==> src/rtl/wb_dcache_ctrl_if.sv <==
// Handshake bundle between the write-back dcache controller and the
// LSU/MMU, the dcache datapath and the memory bus interface.
interface wb_dcache_ctrl_if #(
  parameter int IDX_BITS = 8
);
  logic                lsu_req_i;
  logic                lsu_we_i;
  logic                lsu_ack_o;
  logic                lsu_busy_o;
  logic                dcache_flush_i;
  logic                flush_done_o;
  logic                array_req_o;
  logic                cache_hit_i;
  logic                cache_evict_req_i;
  logic                dcache_valid_i;
  logic                victim_hit_i;
  logic                cache_wr_o;
  logic                cache_line_wr_o;
  logic                cache_line_clean_o;
  logic                cache_wrb_req_o;
  logic                write_to_victim_o;
  logic                write_from_victim_o;
  logic                lsu_victim_mux_sel_o;
  logic [IDX_BITS-1:0] evict_index_o;
  logic                mem_req_o;
  logic                mem_wr_o;
  logic                mem_ack_i;

  modport master (
    input  lsu_req_i, lsu_we_i, dcache_flush_i,
    input  cache_hit_i, cache_evict_req_i,
    input  dcache_valid_i, victim_hit_i, mem_ack_i,
    output lsu_ack_o, lsu_busy_o, flush_done_o,
    output array_req_o, cache_wr_o, cache_line_wr_o,
    output cache_line_clean_o, cache_wrb_req_o,
    output write_to_victim_o, write_from_victim_o,
    output lsu_victim_mux_sel_o, evict_index_o,
    output mem_req_o, mem_wr_o
  );

  modport slave (
    output lsu_req_i, lsu_we_i, dcache_flush_i,
    output cache_hit_i, cache_evict_req_i,
    output dcache_valid_i, victim_hit_i, mem_ack_i,
    input  lsu_ack_o, lsu_busy_o, flush_done_o,
    input  array_req_o, cache_wr_o, cache_line_wr_o,
    input  cache_line_clean_o, cache_wrb_req_o,
    input  write_to_victim_o, write_from_victim_o,
    input  lsu_victim_mux_sel_o, evict_index_o,
    input  mem_req_o, mem_wr_o
  );
endinterface

==> src/rtl/wb_dcache_ctrl.sv <==
// Sequencing FSM for the write-back dcache with victim cache:
// lookup, victim swap, write-back, refill and full-index flush walk.
module wb_dcache_ctrl #(
  parameter int IDX_BITS = 8
) (
  input logic              clk,
  input logic              rst_n,
  wb_dcache_ctrl_if.master bus
);

  typedef enum logic [3:0] {
    IDLE,
    CMP,
    VSWAP,
    WB,
    ALLOC,
    RERD,
    FL_RD,
    FL_CHK,
    FL_WB,
    FL_NXT
  } state_t;

  localparam logic [IDX_BITS-1:0] IDX_ONE  = 1;
  localparam logic [IDX_BITS-1:0] IDX_LAST = '1;

  state_t              state;
  state_t              state_nxt;
  logic                flush_pending;
  logic                flush_pending_nxt;
  logic [IDX_BITS-1:0] idx;
  logic [IDX_BITS-1:0] idx_nxt;

  always_ff @(posedge clk) begin
    if (!rst_n) begin
      state         <= IDLE;
      flush_pending <= 1'b0;
      idx           <= '0;
    end else begin
      state         <= state_nxt;
      flush_pending <= flush_pending_nxt;
      idx           <= idx_nxt;
    end
  end

  assign bus.evict_index_o = idx;
  assign bus.lsu_busy_o    = (state != IDLE);

  always_comb begin
    state_nxt                = state;
    idx_nxt                  = idx;
    flush_pending_nxt        = flush_pending;
    bus.lsu_ack_o            = 1'b0;
    bus.flush_done_o         = 1'b0;
    bus.array_req_o          = 1'b0;
    bus.cache_wr_o           = 1'b0;
    bus.cache_line_wr_o      = 1'b0;
    bus.cache_line_clean_o   = 1'b0;
    bus.cache_wrb_req_o      = 1'b0;
    bus.write_to_victim_o    = 1'b0;
    bus.write_from_victim_o  = 1'b0;
    bus.lsu_victim_mux_sel_o = 1'b0;
    bus.mem_req_o            = 1'b0;
    bus.mem_wr_o             = 1'b0;

    // a flush seen mid-transaction waits for the return to IDLE
    if (bus.dcache_flush_i && state != IDLE)
      flush_pending_nxt = 1'b1;

    unique case (state)
      IDLE: begin
        if (bus.dcache_flush_i || flush_pending) begin
          flush_pending_nxt = 1'b0;
          idx_nxt           = '0;
          state_nxt         = FL_RD;
        end else if (bus.lsu_req_i) begin
          bus.array_req_o = 1'b1;
          state_nxt       = CMP;
        end
      end
      CMP: begin
        if (bus.cache_hit_i) begin
          bus.lsu_ack_o   = 1'b1;
          bus.cache_wr_o  = bus.lsu_we_i;
          bus.array_req_o = bus.lsu_we_i;
          state_nxt       = IDLE;
        end else if (bus.victim_hit_i) begin
          state_nxt = VSWAP;
        end else if (bus.cache_evict_req_i) begin
          state_nxt = WB;
        end else begin
          bus.write_to_victim_o = bus.dcache_valid_i;
          state_nxt             = ALLOC;
        end
      end
      VSWAP: begin
        bus.write_from_victim_o = 1'b1;
        bus.write_to_victim_o   = bus.dcache_valid_i;
        bus.array_req_o         = 1'b1;
        if (!bus.lsu_we_i) begin
          bus.lsu_victim_mux_sel_o = 1'b1;
          bus.lsu_ack_o            = 1'b1;
          state_nxt                = IDLE;
        end else begin
          state_nxt = RERD;
        end
      end
      WB: begin
        bus.cache_wrb_req_o = 1'b1;
        bus.mem_req_o       = 1'b1;
        bus.mem_wr_o        = 1'b1;
        if (bus.mem_ack_i)
          state_nxt = ALLOC;
      end
      ALLOC: begin
        bus.mem_req_o = 1'b1;
        if (bus.mem_ack_i) begin
          bus.cache_line_wr_o = 1'b1;
          bus.array_req_o     = 1'b1;
          state_nxt           = RERD;
        end
      end
      RERD: begin
        bus.array_req_o = 1'b1;
        state_nxt       = CMP;
      end
      FL_RD: begin
        bus.array_req_o = 1'b1;
        state_nxt       = FL_CHK;
      end
      FL_CHK: begin
        state_nxt = bus.cache_evict_req_i ? FL_WB : FL_NXT;
      end
      FL_WB: begin
        bus.cache_wrb_req_o = 1'b1;
        bus.mem_req_o       = 1'b1;
        bus.mem_wr_o        = 1'b1;
        if (bus.mem_ack_i) begin
          bus.cache_line_clean_o = 1'b1;
          bus.array_req_o        = 1'b1;
          state_nxt              = FL_NXT;
        end
      end
      FL_NXT: begin
        if (idx == IDX_LAST) begin
          bus.flush_done_o = 1'b1;
          idx_nxt          = '0;
          state_nxt        = IDLE;
        end else begin
          idx_nxt   = idx + IDX_ONE;
          state_nxt = FL_RD;
        end
      end
      default: state_nxt = IDLE;
    endcase
  end

endmodule

==> src/flat_wrapper.sv <==
// flat-port wrapper written by rule: the top's interface ports become plain ports
module wb_dcache_ctrl_flat 
#(
  parameter int IDX_BITS = 8
)
  (clk, rst_n, bus_lsu_req_i, bus_lsu_we_i, bus_dcache_flush_i, bus_cache_hit_i, bus_cache_evict_req_i, bus_dcache_valid_i, bus_victim_hit_i, bus_mem_ack_i, bus_lsu_ack_o, bus_lsu_busy_o, bus_flush_done_o, bus_array_req_o, bus_cache_wr_o, bus_cache_line_wr_o, bus_cache_line_clean_o, bus_cache_wrb_req_o, bus_write_to_victim_o, bus_write_from_victim_o, bus_lsu_victim_mux_sel_o, bus_evict_index_o, bus_mem_req_o, bus_mem_wr_o);
  wb_dcache_ctrl_if #(.IDX_BITS(IDX_BITS)) bus_i ();
  input logic clk;
  input logic rst_n;
  input wire logic [$bits(bus_i.lsu_req_i)-1:0] bus_lsu_req_i;
  input wire logic [$bits(bus_i.lsu_we_i)-1:0] bus_lsu_we_i;
  input wire logic [$bits(bus_i.dcache_flush_i)-1:0] bus_dcache_flush_i;
  input wire logic [$bits(bus_i.cache_hit_i)-1:0] bus_cache_hit_i;
  input wire logic [$bits(bus_i.cache_evict_req_i)-1:0] bus_cache_evict_req_i;
  input wire logic [$bits(bus_i.dcache_valid_i)-1:0] bus_dcache_valid_i;
  input wire logic [$bits(bus_i.victim_hit_i)-1:0] bus_victim_hit_i;
  input wire logic [$bits(bus_i.mem_ack_i)-1:0] bus_mem_ack_i;
  output wire logic [$bits(bus_i.lsu_ack_o)-1:0] bus_lsu_ack_o;
  output wire logic [$bits(bus_i.lsu_busy_o)-1:0] bus_lsu_busy_o;
  output wire logic [$bits(bus_i.flush_done_o)-1:0] bus_flush_done_o;
  output wire logic [$bits(bus_i.array_req_o)-1:0] bus_array_req_o;
  output wire logic [$bits(bus_i.cache_wr_o)-1:0] bus_cache_wr_o;
  output wire logic [$bits(bus_i.cache_line_wr_o)-1:0] bus_cache_line_wr_o;
  output wire logic [$bits(bus_i.cache_line_clean_o)-1:0] bus_cache_line_clean_o;
  output wire logic [$bits(bus_i.cache_wrb_req_o)-1:0] bus_cache_wrb_req_o;
  output wire logic [$bits(bus_i.write_to_victim_o)-1:0] bus_write_to_victim_o;
  output wire logic [$bits(bus_i.write_from_victim_o)-1:0] bus_write_from_victim_o;
  output wire logic [$bits(bus_i.lsu_victim_mux_sel_o)-1:0] bus_lsu_victim_mux_sel_o;
  output wire logic [$bits(bus_i.evict_index_o)-1:0] bus_evict_index_o;
  output wire logic [$bits(bus_i.mem_req_o)-1:0] bus_mem_req_o;
  output wire logic [$bits(bus_i.mem_wr_o)-1:0] bus_mem_wr_o;
  assign bus_i.lsu_req_i = bus_lsu_req_i;
  assign bus_i.lsu_we_i = bus_lsu_we_i;
  assign bus_i.dcache_flush_i = bus_dcache_flush_i;
  assign bus_i.cache_hit_i = bus_cache_hit_i;
  assign bus_i.cache_evict_req_i = bus_cache_evict_req_i;
  assign bus_i.dcache_valid_i = bus_dcache_valid_i;
  assign bus_i.victim_hit_i = bus_victim_hit_i;
  assign bus_i.mem_ack_i = bus_mem_ack_i;
  assign bus_lsu_ack_o = bus_i.lsu_ack_o;
  assign bus_lsu_busy_o = bus_i.lsu_busy_o;
  assign bus_flush_done_o = bus_i.flush_done_o;
  assign bus_array_req_o = bus_i.array_req_o;
  assign bus_cache_wr_o = bus_i.cache_wr_o;
  assign bus_cache_line_wr_o = bus_i.cache_line_wr_o;
  assign bus_cache_line_clean_o = bus_i.cache_line_clean_o;
  assign bus_cache_wrb_req_o = bus_i.cache_wrb_req_o;
  assign bus_write_to_victim_o = bus_i.write_to_victim_o;
  assign bus_write_from_victim_o = bus_i.write_from_victim_o;
  assign bus_lsu_victim_mux_sel_o = bus_i.lsu_victim_mux_sel_o;
  assign bus_evict_index_o = bus_i.evict_index_o;
  assign bus_mem_req_o = bus_i.mem_req_o;
  assign bus_mem_wr_o = bus_i.mem_wr_o;
  wb_dcache_ctrl #(.IDX_BITS(IDX_BITS)) u_core (.clk(clk), .rst_n(rst_n), .bus(bus_i));
endmodule
==> config.mk <==
export PLATFORM = sky130hd
export DESIGN_NAME = wb_dcache_ctrl_flat
export DESIGN_NICKNAME = d
export VERILOG_FILES = /design/src/rtl/wb_dcache_ctrl_if.sv /design/src/rtl/wb_dcache_ctrl.sv /design/src/flat_wrapper.sv
export SDC_FILE = /design/constraint.sdc
export NUM_CORES = 1
export LEC_CHECK = 0
export BUFFER_PORTS_ARGS = -buffer_cell sky130_fd_sc_hd__buf_2
export CAP_MARGIN = 15
export CORE_AREA = 3 3 49 51
export DETAILED_ROUTE_END_ITERATION = 6
export DIE_AREA = 0 0 52 54
export GPL_ROUTABILITY_DRIVEN = 1
export PLACE_DENSITY_LB_ADDON = 0.08
export SYNTH_ARGS = -nofsm -noshare
export SYNTH_HDL_FRONTEND = slang
export SYNTH_SLANG_ARGS = --single-unit
==> constraint.sdc <==
create_clock -name clk -period 1.7 [get_ports clk]
set_input_delay 0.17 -clock clk [delete_from_list [all_inputs] [get_ports clk]]
set_output_delay 0.17 -clock clk [all_outputs]
set_load 0.005 [all_outputs]
==> results of run 1 <==
-- per-stage QoR --
step / total power [W] / hold WS (ns)
final: 0.00147 / 0.230
after global routing: 0.00159 / 0.216
after CTS: 0.00139 / 0.232
after detailed placement: 0.00116 / 0.524
after global placement: 0.00114 / 0.508
after floorplan: 0.000893 / 0.370
-- cell usage after synthesis (2+ instances only) --
cell | count | area [um^2]
buf_2 | 2 | 10.0
o21a_1 | 3 | 22.5
and3_1 | 5 | 31.3
nor4_1 | 2 | 12.5
buf_6 | 2 | 22.5
o21ai_0 | 8 | 40.0
nor3_1 | 3 | 15.0
inv_1 | 7 | 26.3
nor2b_1 | 4 | 25.0
a31oi_1 | 2 | 12.5
clkbuf_1 | 3 | 11.3
o22ai_1 | 2 | 12.5
o32a_1 | 2 | 20.0
or3_1 | 2 | 12.5
nand2b_1 | 5 | 31.3
nand2_1 | 13 | 48.8
nand3_1 | 8 | 40.0
a21oi_1 | 6 | 30.0
dfxtp_1 | 13 | 260
o221ai_1 | 2 | 17.5
nor2_1 | 14 | 52.6
a311oi_1 | 3 | 26.3
and2_1 | 2 | 12.5
-- logic make-up after synthesis --
kind of cell / after synthesis / share of synthesized area, %
compound gates: 38 / 28.5
xor+xnor: 1 / 0.872
fa+ha+maj: 1 / 1.25
buf+inv: 16 / 8.22
flops: 13 / 25.9
mux: 1 / 0.996
simple gates: 66 / 34.2
-- repair_timing --
action	in CTS	in global routing
pin swaps	0	2
setup endpoints to repair	4	9
resized for setup	6	15
hold buffers	0	0
-- cell usage in the layout (no fill, tap or decap), drive strengths merged, types with 2 or more instances in the layout --
cell type | netlist | final
o22ai | 2 | 2
a21oi | 6 | 6
nand2 | 13 | 13
o221ai | 2 | 2
a31oi | 2 | 2
or3 | 2 | 2
clkbuf | 4 | 4
nor3 | 3 | 3
nor4 | 2 | 2
nand3 | 8 | 8
nor2b | 4 | 4
nand2b | 5 | 5
dfxtp | 13 | 13
o32a | 2 | 2
and2 | 2 | 2
or2 | 2 | 2
inv | 7 | 7
buf | 5 | 43
nor2 | 14 | 14
o21a | 3 | 3
o211ai | 2 | 2
a311oi | 3 | 3
o21ai | 8 | 8
and3 | 5 | 5
-- layout make-up --
class	instances	area, um^2
inverter	7	26.3
multi-input combinational	107	719
sequential	13	270
fill	172	647
tap	27	33.8
clock buffer	4	26.3
timing repair buffer	43	259
-- sequential cells by signal (all words and copies together) (netlist names) --
signal and cells:
u_core.bus.evict_index_o 8, u_core.flush_pending 1, u_core.state 4
-- per-layer routing --
metal	share of wire, %	GRT usage [%]
met1	47	28.0
met2	46	29.7
met3	7.2	6.09
met4	0.26	3.49
met5	0	0
-- worst max-delay path by stage --
| stage | start | end | slack, ns |
|---|---|---|---|
| after floorplan | u_core.bus.evict_index_o[0] | u_core.state[2] | 0.11 |
| after global placement | u_core.state[1] | u_core.bus.evict_index_o[2] | 0.20 |
| after detailed placement | u_core.bus.evict_index_o[0] | u_core.bus.evict_index_o[5] | 0.12 |
| after CTS | u_core.state[1] | bus_write_to_victim_o | 0.01 |
| after global routing | u_core.state[2] | bus_array_req_o | -0.03 |
| final | u_core.state[1] | bus_write_to_victim_o | 0.09 |
-- power by group --
part           leakage [nW]  internal, W  switching [W]
clock                0.0150    0.0000908      0.0000915
sequential            0.108     0.000359      0.0000683
combinational         0.467     0.000414       0.000446
==> results.cfg, run 1 <==
[route]
wl_per_cell_um = 13.6
remaining_drc_errors = 0
viasPerCell = 5.67
drtPass1Iterations = 4
vias = 1139
first_iter_violations = 36
drt_wl_total_mm = 2.72
postRouteAntennaNets = 0

[synth]
yosys_most_used_dff = dfxtp_1
synthArstFlopShare_pct = 0
ys_warn_count = 0
synth_edf_count = 0
postSynthCellCount = 136
syn-cell-area_um2 = 1000
seq_area_frac_synth_pct = 25.9
avgSynthCellArea_um2 = 7.39
ys_ff_latch = 13
synth.net_count = 147
ys_types = 46

[die]
io_pins = 31
fp.coreArea_um2 = 1980
dieArea_um2 = 2810
die_h_um = 54
num_rows = 16
start_util_pct = 50.7
die_w_um = 52

[sta]
fmaxAchievable_ghz = 0.620
tightestPinTransition_ns = 0.305
setup_ws_ns = 0.0878
max_slew_margin_pct = 79.5
tns_ns = 0
setup_viol = 0
finalCriticalPeriod_ns = 1.61
rsz0062_at_grt = true
post-route-period-util_pct = 94.8
skew_ns = 0.00104
finalHoldViolCount = 0
slew_violations = 0

[final_layout]
final_util_pct = 67.4
final_area_um2 = 1340
final_nets = 186
syn_to_final_growth_pct = 32.9
stdcell_count = 201
num_antenna_cells = 0
drive_gt1_share_pct = 35.1

[clock_tree]
clk_path_buf_depth = 2
numCtsBuffers = 3
cts_tree = done
clock_sinks = 13
cts_setup_buffers = 0
clk_pin_slew_worst_paths_ns = 0.07
cts.htree.levels = 1
ctsRootBufferMaster = clkbuf_4
clkLatencyLatePin_ns = 0.27

[setup_path]
arrival_ns = 1.44
critical_path_class = reg2out
r2r-start = u_core.bus.evict_index_o[0]
cpPeakStageDelay_ns = 0.37
path_cells = nor4b_4, nand2b_1, nor3_2, o21a_1, buf_2
r2r_cells = 6
critical-path-top-delay-family = simple AND/OR/NAND/NOR gates
worst_ep_required_time_ns = 1.53
r2r-end = u_core.bus.evict_index_o[5]
cp_num_buf_inv = 1
crit_cells = 5
ff2ff_setup_slack_ns = 0.14
cp-start-kind = register
endpoint_kind = primary output
critical_path_peak_fanout = 7
slowest_stage = dfxtp_4

[place]
post-place-ws_ns = 0.120
io_buffers = 30
place_hpwl_mm = 2.02
gp_congestion = 0.864
dp_cells = 197
postPlaceCellArea_um2 = 1230

[pwr]
power_density_nw_per_um2 = 1100
p_leak_nw = 0.590
vdd_drop_max_mv = 0.745

[grt]
grt_overflow = 0
grt_pass1_vias = 934
grt_start_max_net_pins = 14
antenna_found_initial = 0
grt_first_pass_wirelength_mm = 4.22
track_usage_pct = 19.8

[min_path]
min_from = rst_n
hold_path.class = in2reg
min_to = u_core.state[1]
whs_path_depth = 2

[status]
status = finished clean

[run]
drv_cap = 0
No activity file was read; power rests on OpenSTA's default activity.
==> run 2, diff against run 1 <==
==> constraint.sdc (replaced) <==
create_clock -name clk -period 1.7 [get_ports clk]
set_input_delay 0.17 -clock clk [delete_from_list [all_inputs] [get_ports clk]]
set_output_delay 0.17 -clock clk [all_outputs]
set_load 0.05 [all_outputs]
==> run 2 against run 1 <==
The run now ends with setup timing left. First-iteration DRC count rose by 83%. Non-clock buffer count rose by 9. Critical path depth did not move. Register-to-register slack got worse by 0.13 ns. Flip-flop and latch count did not move. Clock power rose by 5%. Global-route usage rose by 2.2 points. Wire length rose by 19%. Via count rose by 9.9%. Critical path type unchanged. Die area did not move. Clock skew rose by 0.00084 ns. Combinational power rose by 78%.
==> results.cfg, run 2 (same netlist as run 1, synthesis figures left out) <==
[final_layout]
final_nets = 195
syn_to_final_growth_pct = 57.9
layout_commonest_cell = buf_4
final_cell_mix = 22 x buf_4, 20 x buf_2, 13 x nand2_1
seq_area_um2 = 287
stdcell_count = 210
drive_gt1_share_pct = 51.4
fill_cells = 119
multi_input_area_um2 = 811
num_antenna_cells = 0
largest_reg_flops = 8

[route]
drt_wl_total_mm = 3.23
first_iter_violations = 66
wl_per_cell_um = 15.4
vias = 1252
viasPerCell = 5.96
wl_met1_mm = 1.48
remaining_drc_errors = 0
drtPass1Iterations = 4
wl_met2_mm = 1.47
wl_met3_um = 242
highest_layer = met4
postRouteAntennaNets = 0

[pwr]
power_density_nw_per_um2 = 1340
power_w = 0.00212
p_leak_nw = 0.660
vdd_drop_max_mv = 1.06

[clock_tree]
clock_sinks = 13
ctsRootBufferMaster = clkbuf_4
cts_tree = done
clkLatencyLatePin_ns = 0.28
numCtsBuffers = 3
clk_pin_slew_worst_paths_ns = 0.08
clk_path_buf_depth = 2
cts.htree.levels = 1

[sta]
slew_violations = 0
rsz0062_at_grt = true
tightestPinTransition_ns = 0.319
setup_ws_ns = -0.0596
whs_ns = 0.216
setup_viol = 1
finalCriticalPeriod_ns = 1.76
fmaxAchievable_ghz = 0.568
max_slew_margin_pct = 78.5
tns_ns = -0.0596
post-route-period-util_pct = 104
skew_ns = 0.00187
finalHoldViolCount = 0

[die]
die_h_um = 54
io_pins = 31
num_rows = 16
die_w_um = 52
dieArea_um2 = 2810
start_util_pct = 50.7
fp.coreArea_um2 = 1980

[status]
status = complete, but fails checks
violations = setup timing

[place]
post-place-ws_ns = 0.0355
gp_congestion = 0.847
place_hpwl_mm = 2.01
io_buffers = 30
dp_cells = 193

[setup_path]
slowest_stage = dfxtp_4
critical-path-top-delay-family = simple AND/OR/NAND/NOR gates
critical_path_peak_fanout = 5
cpPeakStageDelay_ns = 0.37
arrival_ns = 1.59
cp_num_buf_inv = 1
cp-start-kind = register
path_cells = nor4b_4, nand2b_1, nor3_2, o21a_4, buf_8
endpoint_kind = primary output
r2r-start = u_core.bus.evict_index_o[0]
worst_ep_required_time_ns = 1.53
critical_path_class = reg2out
cp-startpoint = u_core.state[2]

[run]
drv_cap = 0

[grt]
grt_pass1_vias = 1055
antenna_found_initial = 0
grt_start_max_net_pins = 17
grt_first_pass_wirelength_mm = 4.73
track_usage_pct = 22.0
grt_overflow = 0

[min_path]
hold_path.class = in2reg
min_from = rst_n
## run 2: changes by cell type in the layout (fill, tap and decap cells not counted), moves of 3 or more
cell / change
nor2_2: +3
buf_2: -10
buf_6: +3
dfxtp_2: +4
dfxtp_4: +3
buf_8: +3
buf_4: +12
nor2_1: -4
dfxtp_1: -7
## run 2: where the power goes
| part | total (W) | internal [W] | leakage, nW | switching, W |
|---|---|---|---|---|
| sequential | 0.000399 | 0.000349 | 0.112 | 0.0000504 |
| clock | 0.000192 | 0.0000875 | 0.0177 | 0.000104 |
| combinational | 0.00153 | 0.000633 | 0.530 | 0.000896 |
## run 2: final timing paths
check	slack (ns)	cells past startpoint	end
hold / removal	0.22	2	u_core.state[1]
setup / recovery	-0.06	5	bus_write_to_victim_o
hold reg to reg	0.50	1	u_core.bus.evict_index_o[0]
setup reg to reg	0.01	5	u_core.state[2]
## run 2: metrics by stage
stage / utilization, % / cell area [um^2]
CTS: 71.1 / 1410
global placement: 63.8 / 1260
finish: 80.1 / 1590
global route: 80.1 / 1590
floorplan: - / 1090
detailed placement: 63.8 / 1260
## run 2: cell type report
cell class                 instances  share of cell area, %
clock inverter                     1                  0.315
multi-input combinational        107                   51.1
clock buffer                       3                   1.42
inverter                           7                   1.89
timing repair buffer              52                   25.1
tap                               27                   2.13
sequential                        13                   18.1
## run 2: timing repair
action                                  in CTS  in global routing
hold buffers                                 0                  0
buffers inserted                             3                 10
gates resized for setup                     30                 24
pin swaps                                    3                  5
endpoints found under the setup margin      10                 11
## run 2: worst register-to-register path, stage by stage, from the launching register on
cell and delay, ns:
dfxtp_4 0.39, ha_4 0.16, nand3_2 0.14, o21ai_0 0.28
a21bo_2 0.28, o32a_1 0.33
## run 2: per-layer routing
layer,global-route usage [%],vias up
met5,0,-
met3,5.26,8
li1,-,593
met2,33.5,62
met1,31.8,589
met4,3.49,0
==> run 3, diff against run 2 <==
--- a/config.mk
+++ b/config.mk
@@ -11,7 +11,7 @@
 export DETAILED_ROUTE_END_ITERATION = 6
 export DIE_AREA = 0 0 52 54
 export GPL_ROUTABILITY_DRIVEN = 1
-export PLACE_DENSITY_LB_ADDON = 0.08
+export PLACE_DENSITY = 0.76
 export SYNTH_ARGS = -nofsm -noshare
 export SYNTH_HDL_FRONTEND = slang
 export SYNTH_SLANG_ARGS = --single-unit
==> run 3 against run 2 <==
The run still ends with setup timing left. Sequential power down 2%. Setup slack better by 0.014 ns. Core utilization up 0.19 points. First-iteration DRC count down 26%. Clock power about the same. Combinational power down 4%. Cell area up 0.24%. Non-clock buffer count down 2. Global-route usage up 0.15 points. Clock-buffer cell count unchanged. Largest cell class unchanged.
==> results.cfg, run 3 (same netlist as run 1, synthesis figures left out) <==
[grt]
track_usage_pct = 22.2
globalRouteMet1Util_pct = 29.9
grt_pass1_vias = 999
grt_overflow = 0
grt_start_max_net_pins = 17
grtUsageMet2_pct = 36.0
grt_first_pass_wirelength_mm = 4.64
top_usage_layer = met2
antenna_found_initial = 0
grt_use_met3_pct = 6.09

[setup_path]
arrival_ns = 1.58
cp-start-kind = register
r2r-end = u_core.bus.evict_index_o[5]
ff2ff_setup_slack_ns = 0.07
critical_path_peak_fanout = 2
critical_path_class = reg2out
r2r-start = u_core.state[1]
r2r_cells = 5
endpoint_kind = primary output
worst_ep_required_time_ns = 1.53

[final_layout]
num_antenna_cells = 0
final_nets = 193
fill_cells = 130
drive_gt1_share_pct = 52.5
stdcell_count = 208
final_area_um2 = 1590
final_cell_mix = 22 x buf_2, 16 x buf_4, 12 x nand2_1
largest_reg_flops = 8
layout_commonest_cell = buf_2
syn_to_final_growth_pct = 58.3

[sta]
skew_ns = 0.0115
max_slew_margin_pct = 77.7
finalHoldViolCount = 0
slew_violations = 0
fmaxAchievable_ghz = 0.573
tightestPinTransition_ns = 0.333
whs_ns = 0.235
tns_ns = -0.0884
post-route-period-util_pct = 103
setup_ws_ns = -0.0455
rsz0062_at_grt = true
setup_viol = 3
finalCriticalPeriod_ns = 1.75

[place]
dp_cells = 195
postPlaceCellArea_um2 = 1280
io_buffers = 30
gp_congestion = 0.889
place_hpwl_mm = 2.05

[clock_tree]
ctsRootBufferMaster = clkbuf_4
cts.htree.levels = 1
clk_pin_slew_worst_paths_ns = 0.09
clock_sinks = 13
numCtsBuffers = 3
cts_tree = done
clk_path_buf_depth = 2
clkLatencyLatePin_ns = 0.28

[route]
postRouteAntennaNets = 0
viasPerCell = 5.93
drtPass1Iterations = 4
drt_wl_total_mm = 3.37
vias = 1234
wl_per_cell_um = 16.2
first_iter_violations = 49
remaining_drc_errors = 0

[min_path]
min_from = rst_n
hold_path.class = in2reg
min_to = u_core.state[1]
whs_path_depth = 2

[pwr]
power_density_nw_per_um2 = 1290
power_w = 0.00205
p_leak_nw = 0.663
vdd_drop_max_mv = 1.11

[status]
violations = setup timing
status = complete, but fails checks

[die]
num_rows = 16
io_pins = 31
fp.coreArea_um2 = 1980
start_util_pct = 50.7
die_h_um = 54
die_w_um = 52
dieArea_um2 = 2810

[run]
drv_cap = 0
run 3: cell types whose count changed in the layout (fill, tap and decap cells not counted), sizes merged:
cell      change
buf           -4
inv           +1
clkinvlp      -1
clkbuf        +2
run 3: worst max path at each step:
stage                                to                        start  cells after the start  slack (ns)
2_1_floorplan  bus_lsu_victim_mux_sel_o              u_core.state[2]                      4       -0.21
3_3_place_gp            u_core.state[2]  u_core.bus.evict_index_o[0]                      5        0.06
3_5_place_dp      bus_write_to_victim_o              u_core.state[1]                      5       -0.06
4_1_cts        bus_lsu_victim_mux_sel_o              u_core.state[1]                      5       -0.05
5_1_grt           bus_write_to_victim_o              u_core.state[1]                      5       -0.09
6_report          bus_write_to_victim_o              u_core.state[1]                      5       -0.05
run 3: cell type report:
| cell class | instances | area (um^2) | share of cell area [%] |
|---|---|---|---|
| Clock buffer | 3 | 22.5 | 1.42 |
| Clock inverter | 1 | 5.00 | 0.315 |
| Inverter | 7 | 31.3 | 1.97 |
| Multi-Input combinational cell | 107 | 817 | 51.4 |
| Sequential cell | 13 | 285 | 17.9 |
| Tap cell | 27 | 33.8 | 2.12 |
| Timing Repair Buffer | 50 | 395 | 24.9 |
run 3: repair_timing:
item	CTS	global route
endpoints found under the setup margin	10	10
gates resized for setup	38	21
pin swaps	2	2
gates cloned	0	1
hold buffers	0	0
setup buffers	2	6
run 3: critical path: stages (launching register included):
cell and delay [ns]:
dfxtp_4 0.37, nor4b_4 0.32, nand2b_1 0.13, nor3_2 0.17, o21a_4 0.16, buf_8 0.13
run 3: through the flow:
| step | util (%) | setup WS, ns |
|---|---|---|
| floorplan | - | -0.206 |
| global placement | 64.6 | 0.0563 |
| detailed placement | 64.6 | -0.0589 |
| CTS | 73.0 | -0.0485 |
| global route | 80.2 | -0.0886 |
| finish | 80.2 | -0.0455 |
run 3: layer usage:
| metal | wire (um) | part of all wire, % |
|---|---|---|
| met5 | 0 | 0 |
| met4 | 5 | 0.15 |
| met3 | 204 | 6.0 |
| met2 | 1650 | 49 |
| met1 | 1510 | 45 |
run 3: report_power, final:
group	internal [W]	switching [W]
clock	0.0000874	0.000105
combinational	0.000574	0.000895
sequential	0.000349	0.0000408
